`src/rtl/step_sequencer_if.sv`:
```
// Control/status bundle between the debug/stall sources and step_sequencer.
// master drives the controls; slave is the sequencer side.
interface step_sequencer_if #(
    parameter int COUNT_WIDTH = 16
);
    logic                   start;
    logic                   stall_req;
    logic                   halt_req;
    logic                   resume;
    logic                   single_step;
    logic [1:0]             current_step;
    logic [3:0]             step_onehot;
    logic                   running;
    logic                   stalled;
    logic                   halted;
    logic                   instr_done;
    logic [COUNT_WIDTH-1:0] retired_count;

    modport master (
        output start, stall_req, halt_req, resume, single_step,
        input  current_step, step_onehot, running, stalled, halted,
        input  instr_done, retired_count
    );

    modport slave (
        input  start, stall_req, halt_req, resume, single_step,
        output current_step, step_onehot, running, stalled, halted,
        output instr_done, retired_count
    );
endinterface

```
`src/rtl/step_sequencer.sv`:
```
// Instruction step sequencer with stall hold and run/halt/single-step control.
// Optional retired-instruction counter: define STEP_SEQ_RETIRE_COUNT_EN.
module step_sequencer #(
    parameter int LAST_STEP   = 3,
    parameter int COUNT_WIDTH = 16
) (
    input logic              clock,
    input logic              async_reset,
    step_sequencer_if.slave  bus
);
    typedef enum logic [1:0] {IDLE, RUN, STALL, HALT} state_t;

    localparam logic [1:0] LAST = 2'(LAST_STEP);

    state_t     state_q, state_d;
    logic [1:0] step_q, step_d;
    logic       pend_q, pend_d;
    logic       done_q, done_d;

    always_ff @(posedge clock or posedge async_reset) begin
        if (async_reset) begin
            state_q <= IDLE;
            step_q  <= 2'd0;
            pend_q  <= 1'b0;
            done_q  <= 1'b0;
        end else begin
            state_q <= state_d;
            step_q  <= step_d;
            pend_q  <= pend_d;
            done_q  <= done_d;
        end
    end

    always_comb begin
        state_d = state_q;
        step_d  = step_q;
        pend_d  = pend_q;
        done_d  = 1'b0;
        unique case (state_q)
            IDLE: begin
                if (bus.start) state_d = RUN;
            end
            RUN: begin
                if (bus.stall_req) begin
                    state_d = STALL;
                end else if (step_q == LAST) begin
                    step_d = 2'd0;
                    done_d = 1'b1;
                    pend_d = 1'b0;
                    if (bus.halt_req || pend_q) state_d = HALT;
                end else begin
                    step_d = step_q + 2'd1;
                end
            end
            // Release edge only returns to RUN; the step advances one edge later
            STALL: begin
                if (!bus.stall_req) state_d = RUN;
            end
            HALT: begin
                step_d = 2'd0;
                if (bus.single_step) begin
                    state_d = RUN;
                    pend_d  = 1'b1;
                end else if (bus.resume) begin
                    state_d = RUN;
                    pend_d  = 1'b0;
                end
            end
            default: state_d = IDLE;
        endcase
    end

    assign bus.current_step = step_q;
    assign bus.step_onehot  = 4'b0001 << step_q;
    assign bus.running      = (state_q == RUN) || (state_q == STALL);
    assign bus.stalled      = (state_q == STALL);
    assign bus.halted       = (state_q == HALT);
    assign bus.instr_done   = done_q;

`ifdef STEP_SEQ_RETIRE_COUNT_EN
    logic [COUNT_WIDTH-1:0] count_q;

    always_ff @(posedge clock or posedge async_reset) begin
        if (async_reset) begin
            count_q <= '0;
        end else if (done_d) begin
            count_q <= count_q + COUNT_WIDTH'(1);
        end
    end

    assign bus.retired_count = count_q;
`else
    assign bus.retired_count = '0;
`endif
endmodule

```
`src/flat_wrapper.sv`:
```
// flat-port wrapper written by rule: the top's interface ports become plain ports
module step_sequencer_flat 
#(
    parameter int LAST_STEP   = 3,
    parameter int COUNT_WIDTH = 16
)
  (clock, async_reset, bus_start, bus_stall_req, bus_halt_req, bus_resume, bus_single_step, bus_current_step, bus_step_onehot, bus_running, bus_stalled, bus_halted, bus_instr_done, bus_retired_count);
  step_sequencer_if #(.COUNT_WIDTH(COUNT_WIDTH)) bus_i ();
  input logic clock;
  input logic async_reset;
  input wire logic [$bits(bus_i.start)-1:0] bus_start;
  input wire logic [$bits(bus_i.stall_req)-1:0] bus_stall_req;
  input wire logic [$bits(bus_i.halt_req)-1:0] bus_halt_req;
  input wire logic [$bits(bus_i.resume)-1:0] bus_resume;
  input wire logic [$bits(bus_i.single_step)-1:0] bus_single_step;
  output wire logic [$bits(bus_i.current_step)-1:0] bus_current_step;
  output wire logic [$bits(bus_i.step_onehot)-1:0] bus_step_onehot;
  output wire logic [$bits(bus_i.running)-1:0] bus_running;
  output wire logic [$bits(bus_i.stalled)-1:0] bus_stalled;
  output wire logic [$bits(bus_i.halted)-1:0] bus_halted;
  output wire logic [$bits(bus_i.instr_done)-1:0] bus_instr_done;
  output wire logic [$bits(bus_i.retired_count)-1:0] bus_retired_count;
  assign bus_i.start = bus_start;
  assign bus_i.stall_req = bus_stall_req;
  assign bus_i.halt_req = bus_halt_req;
  assign bus_i.resume = bus_resume;
  assign bus_i.single_step = bus_single_step;
  assign bus_current_step = bus_i.current_step;
  assign bus_step_onehot = bus_i.step_onehot;
  assign bus_running = bus_i.running;
  assign bus_stalled = bus_i.stalled;
  assign bus_halted = bus_i.halted;
  assign bus_instr_done = bus_i.instr_done;
  assign bus_retired_count = bus_i.retired_count;
  step_sequencer #(.LAST_STEP(LAST_STEP), .COUNT_WIDTH(COUNT_WIDTH)) u_core (.clock(clock), .async_reset(async_reset), .bus(bus_i));
endmodule
```
`config.mk`:
```
export PLATFORM = sky130hd
export DESIGN_NAME = step_sequencer_flat
export DESIGN_NICKNAME = d
export VERILOG_FILES = /design/src/rtl/step_sequencer_if.sv /design/src/rtl/step_sequencer.sv /design/src/flat_wrapper.sv
export SDC_FILE = /design/constraint.sdc
export NUM_CORES = 1
export LEC_CHECK = 0
export CAP_MARGIN = 10
export CORE_AREA = 2 2 42 44
export CTS_CLUSTER_DIAMETER = 100
export CTS_CLUSTER_SIZE = 10
export DETAILED_ROUTE_END_ITERATION = 10
export DIE_AREA = 0 0 44 46
export GPL_TIMING_DRIVEN = 0
export PLACE_DENSITY = 0.76
export SLEW_MARGIN = 20
export SYNTH_ARGS = -nofsm -noshare
export SYNTH_HDL_FRONTEND = slang
export SYNTH_SLANG_ARGS = --single-unit
export TNS_END_PERCENT = 30
```
`constraint.sdc`:
```
create_clock -name clock -period 1.8 [get_ports clock]
set_input_delay 0.27 -clock clock [delete_from_list [all_inputs] [get_ports clock]]
set_output_delay 0.27 -clock clock [all_outputs]
set_load 0.01 [all_outputs]
```
==> results <==
==> cell usage after synthesis (all sizes together) <==
cell / count / share of area (%)
buf: 17 / 23
ha: 8 / 18
inv: 7 / 4.8
dfrtp: 6 / 28
nand2: 3 / 2.1
nor2b: 3 / 3.4
o21ai: 3 / 2.8
a21oi: 2 / 2.5
a22o: 2 / 3.2
nor2: 2 / 1.4
o22a: 2 / 3.7
a221o: 1 / 1.8
conb: 1 / 0.69
nand3b: 1 / 1.4
nor3: 1 / 0.92
o22ai: 1 / 1.1
o31ai: 1 / 1.4
==> logic make-up after synthesis <==
kind of cell | count (synthesis)
AND/OR/NAND/NOR | 10
AO/OA/AOI/OAI | 12
flip-flops | 6
buffers and inverters | 24
adder cells (fa/ha/maj) | 8
other | 1
==> worst paths after layout <==
kind | slack [ns] | to | startpoint | depth (start not counted)
worst max-delay path | 0.07 | bus_stalled | u_core.state_q[0] | 3
worst min-delay path | 0.25 | u_core.bus.instr_done | async_reset | 2
min in group clock | 0.57 | u_core.state_q[1] | u_core.state_q[1] | 1
worst max register to register | 0.34 | u_core.pend_q | u_core.state_q[0] | 7
worst min register to register | 0.57 | u_core.state_q[1] | u_core.state_q[1] | 1
max in group asynchronous | 1.34 | u_core.bus.current_step[0] | async_reset | 2
==> where the power goes <==
part | internal (W) | switching [W] | total, W | leakage [nW]
combinational | 0.000358 | 0.000289 | 0.000647 | 0.358
clock | 0.0000751 | 0.0000438 | 0.000119 | 0.0138
sequential | 0.000191 | 0.0000566 | 0.000248 | 0.0716
total | 0.000625 | 0.000390 | 0.00101 | 0.444
==> cell type report <==
cell class | instances | area share [%]
clock buffer | 3 | 2.71
tap | 17 | 2.56
sequential | 6 | 18.4
timing repair buffer | 18 | 21.4
buffer | 17 | 15.1
multi-input combinational | 46 | 36.7
inverter | 7 | 3.16
==> sequential cells by signal, summed over array words and instances (netlist names) <==
signal / flops
u_core.pend_q: 1
u_core.bus.instr_done: 1
u_core.bus.current_step: 2
u_core.state_q: 2
==> through the flow <==
step                hold slack (ns)  worst slack, ns  instances  area, um2  util [%]
global placement              0.504            0.268        109        783      48.5
floorplan                    0.0610            0.404         76        602         -
global route                  0.268          0.00127        114        831      51.5
CTS                           0.254          0.00559        113        813      50.4
finish                        0.250           0.0665        114        831      51.5
detailed placement            0.506            0.266        109        783      48.5
==> layer usage <==
metal	up-vias	part of all wire [%]
li1	243	-
met5	-	0
met2	23	50
met1	199	39
met3	0	11
met4	0	0
==> timing repair <==
item / 4_1_cts / 5_1_grt
setup endpoints to repair: 1 / 4
buffers inserted: 1 / 1
hold buffers: 0 / 0
hold endpoints to repair: 0 / 0
gates resized for setup: 0 / 5
==> flow_summary.json <==
{
  "fin_crit_ns": 1.73,
  "synth_simple_gate_area_share_pct": 9.17,
  "synth_warnings": 0,
  "synth_compound_area_share_pct": 16.5,
  "max_cap_viol_count": 0,
  "syn_inst": 61,
  "grt_pass1_wl_mm": 1.50,
  "multi_input_area_um2": 305,
  "p_leak_nw": 0.444,
  "setup_viol": 0,
  "synth_top_family_by_area": "buffers and inverters",
  "num_io_pins": 33,
  "vias": 465,
  "synthAdderAreaFrac_pct": 18.3,
  "overflow": 0,
  "start_kind": "flop",
  "crit_fanout": 4,
  "routabilityCongestion": 0.799,
  "die_w_um": 44,
  "fmax_mhz": 577,
  "cts.sinks": 6,
  "fin_crit_sh_pct": 96.3,
  "drive_gt1_share_pct": 29.9,
  "hold_class": "primary input to asynchronous set/reset pin",
  "first_global_vias": 389,
  "critPathArrivalTime_ns": 1.46,
  "netlist_area_um2": 546,
  "globalRouteMet2Util_pct": 19.4,
  "cts.clk_slew.worst_paths_ns": 0.04,
  "layout_common_cells": "buf_4, conb_1, clkdlybuf4s50_1, inv_1, ha_1",
  "grt_usage_pct": 10.4,
  "regArea_um2": 153,
  "routedWlPerCell_um": 8.84,
  "rsz0062_at_grt": "false",
  "required_ns": 1.53,
  "powerDensity_nw_per_um2": 1220,
  "die_h_um": 46,
  "antenna-diode-count": 0,
  "ir_worst_vdd_mv": 0.758,
  "fillers": 160,
  "clk-insertion-delay-late_ns": 0.24,
  "cpPeakStageDelay_ns": 0.54,
  "nets": 114,
  "drv_slew": 0,
  "path_delay_family": "buffers and inverters",
  "syn2layout_area_growth_pct": 52.3,
  "drtIter0Drc": 6,
  "finalHoldViolCount": 0,
  "global_route.usage.met3_pct": 7.14,
  "skew_ns": 0.00129,
  "root_buffer": "clkbuf_4",
  "avgSynthCellArea_um2": 8.94,
  "antenna_found_initial": 0,
  "fin_setup_tns_ns": 0,
  "dr.pass1.iters": 4,
  "die_area_um2": 2020,
  "yosysSeqAreaShare_pct": 27.5,
  "fp.coreArea_um2": 1610,
  "cts_buffers": 3,
  "hpwl_um": 855,
  "ys_seq_elements": 6,
  "critical_path_class": "flop to output port",
  "cts_max_level": 1,
  "globalRoute.busiestLayer": "met2",
  "route.detailed.drc": 0,
  "grtUsageMet1_pct": 10.1,
  "initial_utilization_pct": 33.8,
  "outcome": "finished, final reports clean",
  "end_kind": "output port",
  "clk_path_buf_depth": 2,
  "synth.area.mux_share_pct": 0,
  "viasPerCell": 4.08,
  "rows": 15,
  "antenna_left": 0,
  "io_buffers": 16,
  "power_w": 0.00101,
  "layout_commonest_cell": "buf_4",
  "synth-xor-area-share_pct": 0,
  "synth_cell_types": 19,
  "critical_path.cell_chain": "inv_1 -> ha_1 -> clkdlybuf4s50_1",
  "wl_mm": 1.01,
  "cp_slowest_cell": "clkdlybuf4s50_1",
  "cts_tree": "done",
  "grt_max_degree": 10,
  "critPathBufInv": 2
}
Note: power is estimated with default switching activity, not from simulation.
